## config.mk

```make
export PLATFORM = sky130hd
export DESIGN_NAME = spi_adc_sequencer
export DESIGN_NICKNAME = d
export VERILOG_FILES = /design/src/rtl/spi_adc_sequencer.sv
export SDC_FILE = /design/constraint.sdc
export NUM_CORES = 1
export LEC_CHECK = 0
export BUFFER_PORTS_ARGS = -buffer_cell sky130_fd_sc_hd__clkbuf_2
export CAP_MARGIN = 20
export CORE_MARGIN = 1.5
export CORE_UTILIZATION = 40
export DETAILED_ROUTE_END_ITERATION = 8
export PLACE_DENSITY = 0.74
export SETUP_SLACK_MARGIN = 0.05
export SYNTH_ARGS = -nofsm -noshare
export SYNTH_HDL_FRONTEND = slang
export SYNTH_SLANG_ARGS = --single-unit
```

## constraint.sdc

```tcl
create_clock -name clock_i -period 3.91 [get_ports clock_i]
set_input_delay 0.391 -clock clock_i [delete_from_list [all_inputs] [get_ports clock_i]]
set_output_delay 0.391 -clock clock_i [all_outputs]
set_load 0.05 [all_outputs]
```

## src/rtl/spi_adc_sequencer.sv

```systemverilog
// SPI ADC read sequencer. Each transaction drives chip select low, waits a setup
// delay, sends one command byte and, if any read bytes were requested, waits a
// T6 turnaround delay. It then clocks in up to three read bytes, waits a CS hold
// delay, and finally presents the assembled read word for one cycle.
// All outputs are registered; they are computed from the next state so that
// each output lines up with the state it belongs to.
module spi_adc_sequencer #(
    parameter logic [7:0] TX_FILL = 8'h00
) (
    input  logic        clock_i,
    input  logic        reset_n_i,
    input  logic        start_i,
    input  logic        abort_i,
    input  logic [7:0]  cmd_i,
    input  logic [1:0]  nrx_i,
    output logic        busy_o,
    output logic        cs_n_o,
    output logic        byte_start_o,
    output logic [7:0]  byte_tx_o,
    input  logic        byte_done_i,
    input  logic [7:0]  byte_rx_i,
    output logic        delay_en_o,
    input  logic        delay_done_i,
    output logic [23:0] data_o,
    output logic        data_valid_o
);

    typedef enum logic [3:0] {
        IDLE      = 4'd0,
        CS_SETUP  = 4'd1,
        SEND_CMD  = 4'd2,
        WAIT_CMD  = 4'd3,
        T6        = 4'd4,
        READ_BYTE = 4'd5,
        WAIT_BYTE = 4'd6,
        CS_HOLD   = 4'd7,
        DONE      = 4'd8
    } state_t;

    state_t      state_r;
    state_t      state_nxt_s;
    logic [7:0]  cmd_r;
    logic [7:0]  cmd_nxt_s;
    logic [1:0]  nrx_r;
    logic [1:0]  nrx_nxt_s;
    logic [1:0]  cnt_r;
    logic [1:0]  cnt_nxt_s;
    logic [1:0]  cnt_inc_s;
    logic [23:0] data_r;
    logic [23:0] data_nxt_s;

    logic        busy_nxt_s;
    logic        cs_n_nxt_s;
    logic        byte_start_nxt_s;
    logic [7:0]  byte_tx_nxt_s;
    logic        delay_en_nxt_s;
    logic        data_valid_nxt_s;

    assign cnt_inc_s = cnt_r + 2'd1;

    // Next-state and datapath: abort wins over every transition, start is only seen in IDLE
    always_comb begin
        state_nxt_s = state_r;
        cmd_nxt_s   = cmd_r;
        nrx_nxt_s   = nrx_r;
        cnt_nxt_s   = cnt_r;
        data_nxt_s  = data_r;
        if ((state_r != IDLE) && abort_i) begin
            state_nxt_s = IDLE;
        end else begin
            case (state_r)
                IDLE: begin
                    if (start_i) begin
                        state_nxt_s = CS_SETUP;
                        cmd_nxt_s   = cmd_i;
                        nrx_nxt_s   = nrx_i;
                        cnt_nxt_s   = 2'd0;
                        data_nxt_s  = 24'd0;
                    end else begin
                        state_nxt_s = IDLE;
                    end
                end
                CS_SETUP: begin
                    if (delay_done_i) begin
                        state_nxt_s = SEND_CMD;
                    end else begin
                        state_nxt_s = CS_SETUP;
                    end
                end
                SEND_CMD: state_nxt_s = WAIT_CMD;
                WAIT_CMD: begin
                    if (byte_done_i) begin
                        if (nrx_r == 2'd0) begin
                            state_nxt_s = CS_HOLD;
                        end else begin
                            state_nxt_s = T6;
                        end
                    end else begin
                        state_nxt_s = WAIT_CMD;
                    end
                end
                T6: begin
                    if (delay_done_i) begin
                        state_nxt_s = READ_BYTE;
                    end else begin
                        state_nxt_s = T6;
                    end
                end
                READ_BYTE: state_nxt_s = WAIT_BYTE;
                WAIT_BYTE: begin
                    if (byte_done_i) begin
                        data_nxt_s = {data_r[15:0], byte_rx_i};
                        cnt_nxt_s  = cnt_inc_s;
                        if (cnt_inc_s == nrx_r) begin
                            state_nxt_s = CS_HOLD;
                        end else begin
                            state_nxt_s = READ_BYTE;
                        end
                    end else begin
                        state_nxt_s = WAIT_BYTE;
                    end
                end
                CS_HOLD: begin
                    if (delay_done_i) begin
                        state_nxt_s = DONE;
                    end else begin
                        state_nxt_s = CS_HOLD;
                    end
                end
                DONE:    state_nxt_s = IDLE;
                default: state_nxt_s = IDLE;
            endcase
        end
    end

    // Output decode from the next state so the registered outputs track the state register
    always_comb begin
        busy_nxt_s       = (state_nxt_s != IDLE);
        cs_n_nxt_s       = (state_nxt_s == IDLE) || (state_nxt_s == DONE);
        delay_en_nxt_s   = (state_nxt_s == CS_SETUP) || (state_nxt_s == T6) ||
                           (state_nxt_s == CS_HOLD);
        byte_start_nxt_s = (state_nxt_s == SEND_CMD) || (state_nxt_s == READ_BYTE);
        data_valid_nxt_s = (state_nxt_s == DONE);
        byte_tx_nxt_s    = byte_tx_o;
        case (state_nxt_s)
            SEND_CMD:  byte_tx_nxt_s = cmd_nxt_s;
            READ_BYTE: byte_tx_nxt_s = TX_FILL;
            default:   byte_tx_nxt_s = byte_tx_o;
        endcase
    end

    // State, latched transaction parameters and registered outputs
    always_ff @(posedge clock_i or negedge reset_n_i) begin
        if (!reset_n_i) begin
            state_r      <= IDLE;
            cmd_r        <= 8'd0;
            nrx_r        <= 2'd0;
            cnt_r        <= 2'd0;
            data_r       <= 24'd0;
            busy_o       <= 1'b0;
            cs_n_o       <= 1'b1;
            byte_start_o <= 1'b0;
            byte_tx_o    <= 8'd0;
            delay_en_o   <= 1'b0;
            data_valid_o <= 1'b0;
        end else begin
            state_r      <= state_nxt_s;
            cmd_r        <= cmd_nxt_s;
            nrx_r        <= nrx_nxt_s;
            cnt_r        <= cnt_nxt_s;
            data_r       <= data_nxt_s;
            busy_o       <= busy_nxt_s;
            cs_n_o       <= cs_n_nxt_s;
            byte_start_o <= byte_start_nxt_s;
            byte_tx_o    <= byte_tx_nxt_s;
            delay_en_o   <= delay_en_nxt_s;
            data_valid_o <= data_valid_nxt_s;
        end
    end

    assign data_o = data_r;

endmodule
```

==> results of run 1 <==
routing by layer:
| metal | share of wire | routed length [um] | track usage | vias to the layer above |
|---|---|---|---|---|
| li1 | - | - | - | 919 |
| met1 | 0.49 | 2510 | 0.237 | 909 |
| met2 | 0.43 | 2240 | 0.264 | 62 |
| met3 | 0.066 | 339 | 0.0449 | 7 |
| met4 | 0.014 | 74 | 0.0672 | 0 |
| met5 | 0 | 0 | 0 | - |
per-stage QoR:
stage / area (um2) / std cells / setup WS (ns) / power [uW]
final: 2860 / 348 / 1.58 / 2090
after global routing: 2860 / 348 / 1.37 / 2240
after CTS: 2860 / 348 / 1.60 / 2110
after detailed placement: 2750 / 339 / 1.63 / 1770
after global placement: 2750 / 339 / 1.69 / 1730
after floorplan: 2460 / 216 / 2.01 / 1600
Yosys cell counts (2+ instances only):
| master | n | share of area |
|---|---|---|
| nor2_1 | 8 | 0.012 |
| nor3_2 | 2 | 0.0081 |
| nand2b_1 | 4 | 0.010 |
| mux2_2 | 2 | 0.0092 |
| a21oi_4 | 2 | 0.013 |
| nand3_1 | 10 | 0.020 |
| a21oi_1 | 10 | 0.020 |
| nor3b_1 | 4 | 0.012 |
| buf_6 | 5 | 0.023 |
| o21ai_0 | 10 | 0.020 |
| dfrtp_1 | 52 | 0.53 |
| nand4_1 | 8 | 0.020 |
| or3b_1 | 2 | 0.0071 |
| nand4b_1 | 2 | 0.0071 |
| clkbuf_1 | 2 | 0.0031 |
| a22o_1 | 24 | 0.085 |
| o221ai_1 | 8 | 0.028 |
| nand2_1 | 19 | 0.029 |
| o211ai_1 | 2 | 0.0061 |
| inv_1 | 10 | 0.015 |
| buf_4 | 6 | 0.018 |
power by group through the flow:
stage	logic [uW]	registers, uW	clock network, uW
2_1_floorplan	645	958	0
3_3_place_gp	952	778	0
3_5_place_dp	981	788	0
4_1_cts	986	776	343
5_1_grt	1080	797	363
6_report	982	775	333
worst max-delay path, cell delays in order, from the launching register on:
cell,delay [ns]
dfrtp_1,0.60
or2_1,0.40
a21oi_1,0.14
or3_1,0.45
nor3_2,0.41
o221ai_1,0.19
worst paths after layout:
check	from	end	slack, ns
worst min register to register	data_o[23]$_DFFE_PN0P_	data_o[23]$_DFFE_PN0P_	0.50
worst min-delay path	byte_rx_i[7]	data_o[7]$_DFFE_PN0P_	0.29
min in group asynchronous	reset_n_i	byte_tx_o[5]$_DFFE_PN0P_	0.52
worst max-delay path	state_r[3]$_DFF_PN0_	byte_tx_o[3]$_DFFE_PN0P_	1.58
max in group asynchronous	reset_n_i	state_r[0]$_DFF_PN0_	2.59
worst max register to register	state_r[3]$_DFF_PN0_	byte_tx_o[3]$_DFFE_PN0P_	1.58
cells by family after synthesis:
logic type	Yosys count	synth area share
flip-flops	53	0.540
AND/OR/NAND/NOR	69	0.169
multiplexers	3	0.0132
XOR/XNOR	1	0.00356
buffers and inverters	24	0.0616
AO/OA/AOI/OAI	66	0.212
layout make-up:
| cell class | instances | area, um2 |
|---|---|---|
| clock buffers | 6 | 82.6 |
| multi-input cells | 139 | 980 |
| inverters | 10 | 37.5 |
| fillers | 570 | 3060 |
| well taps | 75 | 93.8 |
| repair buffers | 63 | 325 |
| flip-flops and latches | 53 | 1330 |
| clock inverters | 2 | 16.3 |
sequential cells by signal (all words and copies together) (netlist names):
register,count
byte_start_o,1
data_valid_o,1
cnt_r,2
delay_en_o,1
cs_n_o,1
state_r,4
nrx_r,2
cmd_r,8
byte_tx_o,8
busy_o,1
data_o,24
==> metrics.cfg, run 1 <==
[clocking]
root_buffer = clkbuf_8
postCtsSetupRepairBufs = 0
cts_tree = built
post_cts_resized = 0
cts_buffers = 5
clk_path_buf_depth = 2
cts_sinks = 53
h-tree-depth = 2
ctsHoldBuffers = 1
clock_latency_ns = 0.31
clk_pin_slew_ns = 0.10

[logic_synthesis]
netlist_area_mm2 = 0.00246
yosysUniqueCellTypes = 45
yosysWarnings = 0
synth-edff-count = 0
synth_nets = 240
synth_ff_type = dfrtp_1
synth-seq-area-share = 0.540
synthArstFlopShare = 1.00
avgSynthCellArea_um2 = 11.4
synth_cells = 216
ys_ff_latch = 53

[critical_path]
critPathKind = register to register
crit_path_end_kind = register
critPathArrivalTime_ns = 2.50
startpoint_type = register
reg2reg_depth = 5
critPathMaxFanout = 11
worst_ep_required_time_ns = 4.08

[detailed_routing]
wl_um = 5170
drc = 0
first_pass_iters = 4
vias = 1897
viasPerCell = 5.45
drt_iter0_drc = 202
avgRoutedWirePerCell_um = 14.9
antenna_left = 0

[floorplan]
chipHeight_um = 81.4
num_rows = 28
fp.coreArea_mm2 = 0.00592
ios = 61
die_area_mm2 = 0.00663
die_w_um = 81.4
initial_core_util = 0.415

[timing]
tightest_slew_ns = 0.852
period_needed_ns = 2.33
rsz0062_at_grt = false
hold_ws_ns = 0.293
hold_viol = 0
fin_setup_tns_ns = 0
worst_clock_skew_ns = 0.00342
fin_crit_sh = 0.597
fmax_mhz = 429
drv_slew = 0
finalSetupViolations = 0
relSlewSlack = 0.432

[global_routing]
grt_overflow = 0
grt_pass1_vias = 1858
track_usage = 0.174
grt_max_degree = 39
antenna_found_initial = 0
grt_pass1_wl_um = 8750

[pwr]
clkPwrFrac = 0.159
p_leak_uw = 0.00138
power_frac_comb = 0.470
switching_power_uw = 975
vdd_ir_drop_max_mv = 0.388
p_seq_frac = 0.371
swShare = 0.467
p_int_uw = 1110
power.density_mw_per_mm2 = 730

[cells_and_area]
mostFrequentLayoutCell = clkbuf_2
mostFrequentLayoutCells = clkbuf_2 (60), dfrtp_1 (52), a22o_1 (24)
final_core_util = 0.484
area.growth.synth_to_final_pct = 16.4
final_nets = 296
antenna_cells = 0
drive_gt1_frac = 0.304

[placed_design]
port_buffers = 60
gp_congestion = 0.813
detailed_place_hpwl_um = 3610

[worst_hold_path]
min_path_type = primary input to register
hold_depth = 2

[status]
status = finished clean

[run]
maxCapViolations = 0

No activity file was read; power rests on OpenSTA's default activity.
==> inputs of run 2 (changes only) <==
Clock period 3.91 ns to 2.22 ns, I/O delays scaled along.
==> run 2 against run 1 <==
Against the previous run: register-to-register slack got worse by 1.4 ns; cell count rose by 2.3%; clock-buffer cell count fell by 1; die area did not move; hold slack got worse by 0.16 ns; via count rose by 0.26%; wire length fell by 1.0%; critical path type unchanged; total power rose by 86%.
==> metrics.cfg, run 2 (synthesis gave the netlist of run 1 again) <==
[clocking]
cts_buffers = 5
clk_pin_slew_ns = 0.11
root_buffer = clkbuf_8
cts_sinks = 53
h-tree-depth = 2
clk_path_buf_depth = 2
cts_tree = built
clock_latency_ns = 0.30
postCtsSetupRepairBufs = 0

[placed_design]
port_buffers = 60
detailed_place_hpwl_um = 3620
gp_congestion = 0.793

[floorplan]
num_rows = 28
fp.coreArea_mm2 = 0.00592
die_area_mm2 = 0.00663
initial_core_util = 0.415
die_w_um = 81.4
chipHeight_um = 81.4
ios = 61

[critical_path]
crit_path_cell_trace = or3b_1 > a211oi_4 > o31ai_1 > a21oi_4 > o221ai_1
critPathKind = register to register
timing.rr.start = state_r[0]$_DFF_PN0_
critPathArrivalTime_ns = 2.21
max_stage_delay_ns = 0.50
startpoint_type = register
slowest_stage = dfrtp_2
r2r_end = byte_tx_o[2]$_DFFE_PN0P_
worst_ep_required_time_ns = 2.38
critPathMaxFanout = 11
r2r_slack_ns = 0.17
crit_path_end_kind = register
reg2reg_depth = 5

[detailed_routing]
drt_iter0_drc = 137
vias = 1902
antenna_left = 0
avgRoutedWirePerCell_um = 14.4
first_pass_iters = 4
viasPerCell = 5.34
drc = 0
wl_um = 5120

[timing]
fin_crit_sh = 0.921
relSlewSlack = 0.567
hold_viol = 0
fin_setup_tns_ns = 0
hold_ws_ns = 0.134
rsz0062_at_grt = false
worst_clock_skew_ns = 0.0119
finalSetupViolations = 0
period_needed_ns = 2.05
tightest_slew_ns = 0.648
fmax_mhz = 489
drv_slew = 0

[pwr]
vdd_ir_drop_max_mv = 0.763
power.density_mw_per_mm2 = 1300
p_leak_uw = 0.00144

[cells_and_area]
drive_gt1_frac = 0.345
area.growth.synth_to_final_pct = 21.0
final_nets = 304
antenna_cells = 0
largest_register_ffs = 24
final_core_util = 0.503
mostFrequentLayoutCell = clkbuf_2
mostFrequentLayoutCells = clkbuf_2 (60), dfrtp_1 (50), a22o_1 (24)

[worst_hold_path]
min_delay_worst_endpoint = data_o[2]$_DFFE_PN0P_
hp-start = byte_rx_i[2]
min_path_type = primary input to register
hold_depth = 2

[status]
status = finished clean

[global_routing]
grt_overflow = 0
track_usage = 0.164
antenna_found_initial = 0
grt_pass1_wl_um = 8290
grt_pass1_vias = 1760
grt_max_degree = 27

[run]
maxCapViolations = 0

==> run 2: timing repair <==
item / 4_1_cts / 5_1_grt
gates resized for setup: 0 / 9
hold buffers: 1 / 0
endpoints found under the hold margin: 22 / 0
endpoints found under the setup margin: 0 / 10
==> run 2: how the worst max path moves through the flow <==
stage,startpoint,end,cells after the start
6_report,state_r[0]$_DFF_PN0_,byte_tx_o[2]$_DFFE_PN0P_,5
5_1_grt,state_r[1]$_DFF_PN0_,byte_tx_o[2]$_DFFE_PN0P_,5
4_1_cts,state_r[0]$_DFF_PN0_,byte_tx_o[2]$_DFFE_PN0P_,6
3_5_place_dp,state_r[0]$_DFF_PN0_,byte_tx_o[2]$_DFFE_PN0P_,6
3_3_place_gp,state_r[0]$_DFF_PN0_,byte_tx_o[2]$_DFFE_PN0P_,6
2_1_floorplan,state_r[3]$_DFF_PN0_,data_o[10]$_DFFE_PN0P_,7
==> run 2: power by group <==
group	leakage (uW)	internal, uW	total, uW	switching, uW
combinational	0.000679	599	1830	1230
sequential	0.000701	1200	1370	170
clock	0.0000603	346	671	325
total	0.00144	2150	3880	1730
==> run 2: critical path: cells and delay by family, from the launching register on <==
| family | cells | cell delay (ns) |
|---|---|---|
| AOI/OAI and AO/OA | 4 | 0.98 |
| DFF | 1 | 0.50 |
| and+or+nand+nor | 1 | 0.42 |
==> run 2: per-stage QoR <==
step | total power [uW] | std cells | area, um2 | setup WS [ns]
3_3_place_gp | 3110 | 347 | 2810 | 0.238
6_report | 3880 | 356 | 2980 | 0.174
3_5_place_dp | 3160 | 347 | 2810 | 0.201
5_1_grt | 4170 | 356 | 2980 | 0.0431
2_1_floorplan | 2820 | 216 | 2460 | 0.318
4_1_cts | 3840 | 356 | 2940 | 0.158
==> run 2: per-layer routing <==
layer,vias to the layer above,part of all wire,track usage
met2,55,0.46,0.248
met3,4,0.054,0.0427
li1,932,-,-
met4,0,0.0078,0.0259
met5,-,0,0
met1,911,0.48,0.239
==> run 2: layout make-up <==
| cell class | instances | area (um2) |
|---|---|---|
| clock buffer | 5 | 68.8 |
| fill | 520 | 2950 |
| inverter | 10 | 37.5 |
| timing repair buffer | 71 | 385 |
| clock inverter | 3 | 50.0 |
| multi-input combinational | 139 | 1010 |
| sequential | 53 | 1330 |
| tap | 75 | 93.8 |
==> inputs of run 3 (changes only) <==
Settings changed: CORE_MARGIN 1.5 to unset, CORE_UTILIZATION 40 to 50, PLACE_DENSITY 0.74 to 0.87.
==> run 3 against run 2 <==
Against the previous run: utilization is 12 points higher; wire length shrank 4.6%; fmax shrank 0.66%; critical path depth stayed put; sequential share of layout area grew 0.26 points; clock-buffer cell count is the same; first-iteration DRC count down 36%; hold slack lost 0.0063 ns; clock power fell by 5.1%; register-to-register slack about the same; clock skew down 0.0046 ns; largest power group unchanged.
==> metrics.cfg, run 3 (synthesis gave the netlist of run 1 again) <==
[timing]
tightest_slew_ns = 0.619
fin_setup_tns_ns = 0
relSlewSlack = 0.586
fmax_mhz = 486
rsz0062_at_grt = true
hold_ws_ns = 0.128
fin_crit_sh = 0.928
drv_slew = 0
finalSetupViolations = 0
hold_viol = 0
worst_clock_skew_ns = 0.00726
period_needed_ns = 2.06

[global_routing]
grt_pass1_wl_um = 7980
antenna_found_initial = 0
grt_overflow = 0
track_usage = 0.201
grt_pass1_vias = 1756
grt_max_degree = 27

[detailed_routing]
drt_iter0_drc = 87
first_pass_iters = 4
drc = 0
viasPerCell = 5.57
vias = 1928
antenna_left = 0
wl_um = 4880
avgRoutedWirePerCell_um = 14.1

[cells_and_area]
mostFrequentLayoutCell = clkbuf_2
area.growth.synth_to_final_pct = 20.2
largest_register_ffs = 24
final_nets = 303
mostFrequentLayoutCells = clkbuf_2 (60), dfrtp_1 (51), a22o_1 (24)
antenna_cells = 0
drive_gt1_frac = 0.337
final_core_util = 0.626

[critical_path]
worst_ep_required_time_ns = 2.40
crit_start = state_r[2]$_DFF_PN0_
startpoint_type = register
critPathMaxFanout = 12
reg2reg_depth = 5
r2r_slack_ns = 0.16
crit_path_cell_trace = or3b_1 > a211oi_2 > o31ai_1 > a21oi_4 > o221ai_1
critPathKind = register to register
slowest_stage = dfrtp_1
critPathArrivalTime_ns = 2.23
r2r_end = byte_tx_o[2]$_DFFE_PN0P_
max_stage_delay_ns = 0.51
timing.rr.start = state_r[2]$_DFF_PN0_
crit_path_end_kind = register

[floorplan]
initial_core_util = 0.521
die_w_um = 72.1
die_area_mm2 = 0.00520
ios = 61
chipHeight_um = 72.1
fp.coreArea_mm2 = 0.00472
num_rows = 25

[pwr]
vdd_ir_drop_max_mv = 0.483
power.density_mw_per_mm2 = 1300
p_leak_uw = 0.00143

[worst_hold_path]
min_delay_worst_endpoint = data_o[0]$_DFFE_PN0P_
min_path_type = primary input to register
hp-start = byte_rx_i[0]
hold_depth = 2

[clocking]
cts_sinks = 53
clk_path_buf_depth = 2
h-tree-depth = 2
root_buffer = clkbuf_8
cts_buffers = 5
clock_latency_ns = 0.31
cts_tree = built
clk_pin_slew_ns = 0.09

[placed_design]
port_buffers = 60
detailed_place_hpwl_um = 3470
gp_congestion = 0.866

[status]
status = finished clean

[run]
maxCapViolations = 0

==> run 3: cell count changes in the layout (fill, tap and decap cells not counted), sizes merged <==
cell	change
buf	-1
clkinv	-1
==> run 3: worst max path at each step <==
stage          depth (start not counted)                        to
2_1_floorplan                          7    data_o[10]$_DFFE_PN0P_
3_3_place_gp                           5          busy_o$_DFF_PN0_
3_5_place_dp                           5  byte_tx_o[2]$_DFFE_PN0P_
4_1_cts                                5  byte_tx_o[2]$_DFFE_PN0P_
5_1_grt                                5  byte_tx_o[2]$_DFFE_PN0P_
6_report                               5  byte_tx_o[2]$_DFFE_PN0P_
==> run 3: area by class of cell <==
class	count	area (um2)
fillers	397	1770
clock inverters	2	38.8
flip-flops and latches	53	1330
well taps	67	83.8
repair buffers	70	378
inverters	10	37.5
multi-input cells	139	1020
clock buffers	5	68.8
==> run 3: power by group <==
group	switching [uW]	internal (uW)	total [uW]
registers	160	1200	1360
logic	1240	599	1840
clock network	303	334	637
==> run 3: metrics by stage <==
stage | total power [uW] | worst slack, ns | cell area (um2) | std cells
6_report | 3840 | 0.161 | 2960 | 346
5_1_grt | 4090 | 0.0375 | 2960 | 346
4_1_cts | 3800 | 0.157 | 2910 | 346
3_5_place_dp | 3150 | 0.181 | 2800 | 338
3_3_place_gp | 3100 | 0.263 | 2800 | 338
2_1_floorplan | 2820 | 0.318 | 2460 | 216
==> run 3: what timing repair did <==
action	CTS	global route
buffers inserted	0	0
hold buffers	1	0
setup endpoints to repair	0	10
resized for setup	0	7
hold endpoints to repair	15	0
==> run 3: critical path: cells and delay by family, from the launching register on <==
family / cells / cell delay (ns)
AOI/OAI and AO/OA: 4 / 1.00
DFF: 1 / 0.51
and+or+nand+nor: 1 / 0.41
==> run 3: metal layers <==
layer | vias up | global-route usage | part of all wire
met5 | - | 0 | 0
met3 | 9 | 0.0417 | 0.050
met4 | 0 | 0.107 | 0.023
li1 | 926 | - | -
met1 | 929 | 0.271 | 0.45
met2 | 64 | 0.308 | 0.48
